File: config.mk
export PLATFORM = sky130hd
export DESIGN_NAME = operand_rf_pp
export DESIGN_NICKNAME = d
export VERILOG_FILES = /design/src/rtl/rf_pkg.sv /design/src/rtl/rf_bank.sv /design/src/rtl/operand_rf_pp.sv
export SDC_FILE = /design/constraint.sdc
export NUM_CORES = 1
export LEC_CHECK = 0
export ABC_CLOCK_PERIOD_IN_PS = 14700
export BUFFER_PORTS_ARGS = -buffer_cell sky130_fd_sc_hd__buf_4
export CAP_MARGIN = 15
export CORE_MARGIN = 3
export CORE_UTILIZATION = 41
export CTS_CLUSTER_DIAMETER = 60
export DETAILED_ROUTE_END_ITERATION = 6
export GPL_TIMING_DRIVEN = 0
export SLEW_MARGIN = 20
export SYNTH_ARGS = -nofsm -noshare
export SYNTH_HDL_FRONTEND = slang
export SYNTH_SLANG_ARGS = --single-unit
File: constraint.sdc
create_clock -name clk -period 14.7 [get_ports clk]
set_input_delay 0.735 -clock clk [delete_from_list [all_inputs] [get_ports clk]]
set_output_delay 0.735 -clock clk [all_outputs]
set_load 0.02 [all_outputs]
File: src/rtl/rf_pkg.sv
// -----------------------------------------------------------------------------
// rf_pkg
// Shared types and helpers for the ping-pong operand register file.
//   fill_state_t : fill-side FSM states (FILL accepts rows, FULL waits to swap)
//   bank_sel_t   : selects one of the two storage banks
//   rf_idx_w()   : row index / row counter width for a given tile depth
// -----------------------------------------------------------------------------
package rf_pkg;

    typedef enum logic [0:0] {
        FILL = 1'b0,
        FULL = 1'b1
    } fill_state_t;

    typedef logic bank_sel_t;

    localparam bank_sel_t BANK0 = 1'b0;
    localparam bank_sel_t BANK1 = 1'b1;

    // Row index width; a one-row tile still needs a 1-bit index port.
    function automatic int rf_idx_w(input int depth);
        int w;
        if (depth < 2) begin
            w = 1;
        end else begin
            w = $clog2(depth);
        end
        return w;
    endfunction

endpackage

File: src/rtl/rf_bank.sv
// -----------------------------------------------------------------------------
// rf_bank
// One DEPTH x LANES x WIDTH operand storage array (X or W half of one bank).
// Storage is deliberately not reset.
// Ports:
//   clk    in   clock, rising edge
//   we     in   write enable
//   widx   in   row to write
//   wdata  in   row data, lane i at [i*WIDTH +: WIDTH]
//   ridx   in   row to read (combinational)
//   rdata  out  row data; zero when ridx is beyond the last row
// -----------------------------------------------------------------------------
module rf_bank
    import rf_pkg::*;
#(
    parameter int WIDTH = 8,
    parameter int LANES = 8,
    parameter int DEPTH = 4
) (
    input  logic                         clk,
    input  logic                         we,
    input  logic [rf_idx_w(DEPTH)-1:0]   widx,
    input  logic [LANES*WIDTH-1:0]       wdata,
    input  logic [rf_idx_w(DEPTH)-1:0]   ridx,
    output logic [LANES*WIDTH-1:0]       rdata
);

    localparam int IW = rf_idx_w(DEPTH);
    localparam int RW = LANES * WIDTH;
    localparam logic [IW:0] DEPTH_EXT = (IW+1)'(DEPTH);

    logic [RW-1:0] r_mem [DEPTH];
    logic          w_ridx_ok;

    assign w_ridx_ok = ({1'b0, ridx} < DEPTH_EXT);

    // Row write port; the fill FSM only ever presents in-range rows.
    always_ff @(posedge clk) begin
        if (we) begin
            r_mem[widx] <= wdata;
        end
    end

    // Combinational row read, guarded so non-power-of-two depths never index past the array.
    always_comb begin
        rdata = '0;
        if (w_ridx_ok) begin
            rdata = r_mem[ridx];
        end else begin
            rdata = '0;
        end
    end

endmodule

File: src/rtl/operand_rf_pp.sv
// -----------------------------------------------------------------------------
// operand_rf_pp
// Ping-pong operand register file feeding the multiplier array. Two banks each
// hold one X tile and one W tile of DEPTH rows x LANES lanes x WIDTH bits.
// The loader fills the fill bank over a valid/ready port while the multiplier
// reads the other bank; banks swap once the fill bank is full and the read
// bank is free (no valid tile, or released this cycle).
//
// Optional feature macro: RF_ZERO_FLAG_EN
//   defined   : x_zero/w_zero per-lane zero flags registered with read data
//   undefined : those ports and their logic are absent
//
// Ports:
//   clk, rst         clock (rising edge), asynchronous active-high reset
//   ld_valid/ready   load row handshake; ld_x/ld_w carry the row
//   tile_valid       read bank holds a complete tile
//   tile_release     one-cycle pulse, multiplier done with the read bank
//   rd_en, rd_idx    read request and row index
//   rd_x, rd_w       read data (one-cycle latency), rd_out_valid qualifies it
//   x_zero, w_zero   per-lane zero flags (RF_ZERO_FLAG_EN only)
// -----------------------------------------------------------------------------
module operand_rf_pp
    import rf_pkg::*;
#(
    parameter int WIDTH = 8,
    parameter int LANES = 8,
    parameter int DEPTH = 4
) (
    input  logic                         clk,
    input  logic                         rst,
    input  logic                         ld_valid,
    output logic                         ld_ready,
    input  logic [LANES*WIDTH-1:0]       ld_x,
    input  logic [LANES*WIDTH-1:0]       ld_w,
    output logic                         tile_valid,
    input  logic                         tile_release,
    input  logic                         rd_en,
    input  logic [rf_idx_w(DEPTH)-1:0]   rd_idx,
    output logic [LANES*WIDTH-1:0]       rd_x,
    output logic [LANES*WIDTH-1:0]       rd_w,
    output logic                         rd_out_valid
`ifdef RF_ZERO_FLAG_EN
    ,
    output logic [LANES-1:0]             x_zero,
    output logic [LANES-1:0]             w_zero
`endif
);

    localparam int IW = rf_idx_w(DEPTH);
    localparam int RW = LANES * WIDTH;
    localparam logic [IW-1:0] ROW_LAST  = IW'(DEPTH - 1);
    localparam logic [IW:0]   DEPTH_EXT = (IW+1)'(DEPTH);

    // Fill-side state
    fill_state_t   r_state;
    fill_state_t   w_state_nxt;
    logic [IW-1:0] r_row_cnt;
    logic [IW-1:0] w_row_nxt;
    bank_sel_t     r_fill_bank;
    logic          r_ld_ready;
    logic          r_tile_valid;
    logic          w_tile_valid_nxt;
    logic          w_swap;
    logic          w_hs;

    // Read-side signals
    bank_sel_t     w_rd_bank;
    logic          w_rd_ok;
    logic [RW-1:0] w_x0_rdata;
    logic [RW-1:0] w_w0_rdata;
    logic [RW-1:0] w_x1_rdata;
    logic [RW-1:0] w_w1_rdata;
    logic [RW-1:0] w_rd_x_sel;
    logic [RW-1:0] w_rd_w_sel;
    logic [RW-1:0] r_rd_x;
    logic [RW-1:0] r_rd_w;
    logic          r_rd_out_valid;
    logic          w_we0;
    logic          w_we1;

    assign w_hs      = ld_valid & r_ld_ready;
    assign w_we0     = w_hs & (r_fill_bank == BANK0);
    assign w_we1     = w_hs & (r_fill_bank == BANK1);
    assign w_rd_bank = ~r_fill_bank;
    assign w_rd_ok   = rd_en & r_tile_valid & ({1'b0, rd_idx} < DEPTH_EXT);

    // -------------------------------------------------------------------------
    // Storage: X and W arrays for each bank. Writes only ever target the fill
    // bank, so a same-row fill and read in one cycle touch different arrays.
    // -------------------------------------------------------------------------
    rf_bank #(.WIDTH(WIDTH), .LANES(LANES), .DEPTH(DEPTH)) u_x0 (
        .clk(clk), .we(w_we0), .widx(r_row_cnt), .wdata(ld_x), .ridx(rd_idx), .rdata(w_x0_rdata)
    );
    rf_bank #(.WIDTH(WIDTH), .LANES(LANES), .DEPTH(DEPTH)) u_w0 (
        .clk(clk), .we(w_we0), .widx(r_row_cnt), .wdata(ld_w), .ridx(rd_idx), .rdata(w_w0_rdata)
    );
    rf_bank #(.WIDTH(WIDTH), .LANES(LANES), .DEPTH(DEPTH)) u_x1 (
        .clk(clk), .we(w_we1), .widx(r_row_cnt), .wdata(ld_x), .ridx(rd_idx), .rdata(w_x1_rdata)
    );
    rf_bank #(.WIDTH(WIDTH), .LANES(LANES), .DEPTH(DEPTH)) u_w1 (
        .clk(clk), .we(w_we1), .widx(r_row_cnt), .wdata(ld_w), .ridx(rd_idx), .rdata(w_w1_rdata)
    );

    // Select the read bank's row; uses the current (pre-swap) bank selection.
    always_comb begin
        w_rd_x_sel = w_x0_rdata;
        w_rd_w_sel = w_w0_rdata;
        if (w_rd_bank == BANK1) begin
            w_rd_x_sel = w_x1_rdata;
            w_rd_w_sel = w_w1_rdata;
        end else begin
            w_rd_x_sel = w_x0_rdata;
            w_rd_w_sel = w_w0_rdata;
        end
    end

    // Fill FSM next-state, row counter, swap decision and tile_valid update.
    always_comb begin
        w_state_nxt      = r_state;
        w_row_nxt        = r_row_cnt;
        w_swap           = 1'b0;
        w_tile_valid_nxt = r_tile_valid;
        case (r_state)
            FILL: begin
                if (w_hs) begin
                    if (r_row_cnt == ROW_LAST) begin
                        w_row_nxt   = '0;
                        w_state_nxt = FULL;
                    end else begin
                        w_row_nxt   = r_row_cnt + IW'(1);
                        w_state_nxt = FILL;
                    end
                end else begin
                    w_row_nxt   = r_row_cnt;
                    w_state_nxt = FILL;
                end
            end
            FULL: begin
                // Swap as soon as the read bank is free, including on the release cycle itself.
                if (!r_tile_valid || tile_release) begin
                    w_swap      = 1'b1;
                    w_state_nxt = FILL;
                end else begin
                    w_swap      = 1'b0;
                    w_state_nxt = FULL;
                end
            end
            default: begin
                w_state_nxt = FILL;
                w_row_nxt   = '0;
            end
        endcase

        // A swap wins over a same-cycle release, so the new tile is valid immediately.
        if (w_swap) begin
            w_tile_valid_nxt = 1'b1;
        end else if (tile_release) begin
            w_tile_valid_nxt = 1'b0;
        end else begin
            w_tile_valid_nxt = r_tile_valid;
        end
    end

    // Fill-side state registers; reset discards any partial fill and valid tile.
    always_ff @(posedge clk or posedge rst) begin
        if (rst) begin
            r_state      <= FILL;
            r_row_cnt    <= '0;
            r_fill_bank  <= BANK0;
            r_ld_ready   <= 1'b1;
            r_tile_valid <= 1'b0;
        end else begin
            r_state      <= w_state_nxt;
            r_row_cnt    <= w_row_nxt;
            r_fill_bank  <= w_swap ? ~r_fill_bank : r_fill_bank;
            r_ld_ready   <= (w_state_nxt == FILL);
            r_tile_valid <= w_tile_valid_nxt;
        end
    end

    // Read output registers: invalid requests return zeros, idle cycles hold data.
    always_ff @(posedge clk or posedge rst) begin
        if (rst) begin
            r_rd_x         <= '0;
            r_rd_w         <= '0;
            r_rd_out_valid <= 1'b0;
        end else if (rd_en) begin
            if (w_rd_ok) begin
                r_rd_x         <= w_rd_x_sel;
                r_rd_w         <= w_rd_w_sel;
                r_rd_out_valid <= 1'b1;
            end else begin
                r_rd_x         <= '0;
                r_rd_w         <= '0;
                r_rd_out_valid <= 1'b0;
            end
        end else begin
            r_rd_out_valid <= 1'b0;
        end
    end

    assign ld_ready     = r_ld_ready;
    assign tile_valid   = r_tile_valid;
    assign rd_x         = r_rd_x;
    assign rd_w         = r_rd_w;
    assign rd_out_valid = r_rd_out_valid;

`ifdef RF_ZERO_FLAG_EN
    logic [LANES-1:0] r_x_zero;
    logic [LANES-1:0] r_w_zero;

    // One flag per lane: set when that lane of the row is all zeros.
    function automatic logic [LANES-1:0] lane_zero(input logic [RW-1:0] row);
        logic [LANES-1:0] z;
        z = '0;
        for (int i = 0; i < LANES; i++) begin
            z[i] = (row[i*WIDTH +: WIDTH] == '0);
        end
        return z;
    endfunction

    // Zero flags track rd_out_valid: only meaningful alongside valid read data.
    always_ff @(posedge clk or posedge rst) begin
        if (rst) begin
            r_x_zero <= '0;
            r_w_zero <= '0;
        end else if (w_rd_ok) begin
            r_x_zero <= lane_zero(w_rd_x_sel);
            r_w_zero <= lane_zero(w_rd_w_sel);
        end else begin
            r_x_zero <= '0;
            r_w_zero <= '0;
        end
    end

    assign x_zero = r_x_zero;
    assign w_zero = r_w_zero;
`endif

endmodule

==> out/results.tsv <==
stage	metric	value	unit
die	chip height	333.7	um
placement	routability cong.	0.7200	
clock_network	post-CTS resize count	0	
yosys	Avg Inst Size Synth	19.80	sq um
pwr	Flop pwr share	46.9	%
sta	Final Hold Viols	0	
sta	TNS Setup	0	ps
die	row cnt	119	
layout	Reg area	34130	sq um
sta	Max Slew Vio Count	0	
drt	DRT Pass-1 Iters	5	
yosys	Adder-Cell Fraction of Synth Area	0.1137	%
pwr	Pleak	18.42	nW
yosys	top cells by area, synth	edfxtp_1, dfrtp_1, mux2_2	
critical_path	CP arrival	3630	ps
yosys	Synth area leader	edfxtp_1	
yosys	Most used DFF post-synth	edfxtp_1	
sta	worst-margin pin slew	857.4	ps
die	Starting Density	41.59	%
die	Die W	333.7	um
placement	hpwl dp	73.00	mm
sta	post-layout min period	3269	ps
clock_network	CTS clk-pin slew, worst paths	70	ps
layout	Area Growth Syn to Fin	21.47	%
pwr	cell-internal power	6.709	mW
sta	Final Cycle Share	22.24	%
global_route	M1 GR Usage	25.25	%
global_route	M2 GR Usage	34.29	%
flow_run	maximum capacitance violations	0	
yosys	cell area after synthesis	44030	sq um
drt	Avg WL per Cell	26.54	um
clock_network	CTS Sinks	1159	
global_route	vias in the first global route	24190	
clock_network	cts-stage hold buffer count	0	
clock_network	H-tree levels	3	
yosys	Seq/Total Area, Yosys	77.52	%
global_route	pin count of the biggest net entering global routing	75	
die	die area	111300	sq um
layout	share of cells above drive strength 1	34.75	%
yosys	post-synthesis compound-gate area fraction	4.399	%
critical_path	R2R depth	8	
global_route	gr usage total	19.77	%
global_route	met3 Resource Use GR	4.051	%
sta	Final Setup Violations	0	
pwr	clock power share	33.8	%
pwr	Net Sw Frac	27.29	%
yosys	top-count cell post-synth	edfxtp_1	
clock_network	setup repair bufs after CTS	0	
yosys	Yosys reg bits	1159	
global_route	GRT busiest layer	met2	
die	Core Region	105900	sq um
yosys	EDFF count, synth	1024	
critical_path	launching point of the worst reg2reg path	r_fill_bank	
yosys	combinational family with the most area after synthesis	multiplexers	
yosys	Synth Area in Simple Gates	1.552	%
sta	RSZ-0062 raised after global routing	no	
global_route	initial antenna violation count	18	
pwr	Worst VDD drop	0.0001023	V
drt	routed vias	22610	
yosys	Ys Warns	0	
worst_hold_path	hold crit path type	primary input to async pin	
yosys	top post-synthesis cells by count	edfxtp_1, mux2_2, dfrtp_1, inv_1	
critical_path	flop-to-flop setup slack	11430	ps
clock_network	Max clock buf depth	3	
layout	Finished Cell Area	53480	sq um
yosys	Synth top area share	69.84	%
global_route	first-pass GRT wire length	162.2	mm
critical_path	Crit Path Category	flip-flop to flip-flop	
placement	placed instance area	49330	sq um
sta	Max Freq	0.3059	GHz
pwr	combinational share of power	19.3	%
yosys	mux cell area share after synthesis	13.42	%
sta	skew final	21.30	ps
die	Ports	266	
drt	WL final	110.8	mm
placement	port bufs	263	
drt	1st-iter DRT viols	1686	
drt	Detail Route Antenna Nets	0	
clock_network	Skew-Pair Late Insertion Delay	680	ps
drt	DRC Markers	0	
pwr	pwr/cell area	172.5	nW/um^2
critical_path	Worst Setup End Kind	flip-flop	
critical_path	CP max FO	19	
critical_path	reg-to-reg endpoint	u_w1.r_mem[1][56]	
critical_path	crit start category	flip-flop	
critical_path	worst path required time	15060	ps
yosys	Synth Area in XOR/XNOR	0.01989	%
yosys	FFs w/ async S/R, synth	11.65	%
clock_network	CTS tree	built	
sta	slew margin rel.	42.84	%
layout	multi-input gate area in the final layout	8647	sq um
layout	Final nets	2806	
pwr	P_sw	2.518	mW
clock_network	Num CTS Buffers	116	
yosys	synthesized instance count	2223	
yosys	Post-Syn Nets	2362	
drt	Via density	5.415	
run_status	status	finished clean	
yosys	Distinct cells, synth	28	
layout	filler cell count	8429	
clock_network	Root Buffer	clkbuf_16	
global_route	grt total ovfl	0	
[final cells by class]
| class | count | share of cell area, % |
|---|---|---|
| plain buffers | 129 | 1.523 |
| multi-input cells | 802 | 16.17 |
| diodes | 13 | 0.06083 |
| clock inverters | 71 | 1.701 |
| clock buffers | 151 | 5.999 |
| inverters | 133 | 0.9475 |
| repair buffers | 326 | 6.528 |
| well taps | 1391 | 3.254 |
| flip-flops and latches | 1159 | 63.82 |
[cells by family after synthesis]
| family | count (synthesis) |
|---|---|
| buffers and inverters | 262 |
| adder cells (fa/ha/maj) | 4 |
| AND/OR/NAND/NOR | 154 |
| flip-flops | 1159 |
| multiplexers | 385 |
| AO/OA/AOI/OAI | 258 |
| XOR/XNOR | 1 |
[cell usage in the layout, fill, tap and decap left out, types with 6 or more instances in the layout]
cell | synthesis | routed
mux4_2 | 93 | 93
buf_4 | 8 | 271
mux4_1 | 35 | 35
nor2_1 | 105 | 97
clkbuf_1 | 48 | 66
buf_16 | 0 | 34
clkbuf_16 | 0 | 119
clkinv_2 | 0 | 25
clkinvlp_4 | 0 | 6
nor2_4 | 0 | 8
mux2_2 | 257 | 257
inv_1 | 133 | 132
nor2b_1 | 31 | 31
o22ai_1 | 128 | 128
nand2_1 | 7 | 7
o32ai_1 | 128 | 128
clkbuf_8 | 0 | 11
buf_6 | 12 | 12
bufinv_16 | 0 | 19
edfxtp_1 | 1024 | 1024
buf_12 | 8 | 37
clkinv_1 | 0 | 10
diode_2 | 0 | 13
buf_2 | 52 | 52
dfrtp_1 | 134 | 134
[power by group through the flow]
stage | sequential, mW | combinational [mW] | clock (mW)
after floorplan | 4.55 | 0.767 | 0
after global placement | 4.57 | 1.58 | 0
after detailed placement | 4.40 | 1.81 | 0
after CTS | 4.33 | 1.82 | 3.18
after global routing | 4.36 | 1.91 | 3.31
final | 4.33 | 1.78 | 3.12
[worst max-delay path: stages (launching register included)]
cell      delay (ps)
dfrtp_1          320
buf_2            230
clkbuf_2         610
buf_4            340
nand2_1          270
nor2_4           530
buf_16           230
buf_16           170
buf_12           190
[sequential cells by signal (all words and copies together), names as in the netlist, 2 cells and up]
signal and cells:
u_x1.r_mem 256, r_row_cnt 2, u_w1.r_mem 256, u_x0.r_mem 256
u_w0.r_mem 256, rd_w 64, rd_x 64
[worst max-delay path by stage]
| stage | slack, ps | start | endpoint |
|---|---|---|---|
| after detailed placement | 11340 | r_fill_bank | u_w1.r_mem[1][57] |
| after CTS | 11330 | r_fill_bank | u_w1.r_mem[1][57] |
| after floorplan | 7740 | r_fill_bank | u_w1.r_mem[0][0] |
| after global placement | 390 | r_fill_bank | u_w1.r_mem[0][59] |
| final | 11430 | r_fill_bank | u_w1.r_mem[1][56] |
| after global routing | 11310 | r_fill_bank | u_w1.r_mem[1][56] |
[stage by stage]
stage | worst slack, ps | util [%] | hold slack [ps] | std cells | power, mW
after floorplan | 7745 | - | 492.6 | 2223 | 5.313
after global placement | 392.0 | 45.10 | 513.2 | 3877 | 6.149
after global routing | 11310 | 50.50 | 174.3 | 4166 | 9.586
after CTS | 11330 | 50.49 | 164.2 | 4162 | 9.326
after detailed placement | 11340 | 46.60 | 523.6 | 3940 | 6.207
final | 11430 | 50.52 | 142.7 | 4175 | 9.227
[per-layer routing]
metal,up-vias,share of wire (%)
met1,11930,40
li1,9866,-
met3,139,6.2
met2,661,51
met4,8,2.2
met5,-,0.053
Note: power is estimated with default switching activity, not from simulation.
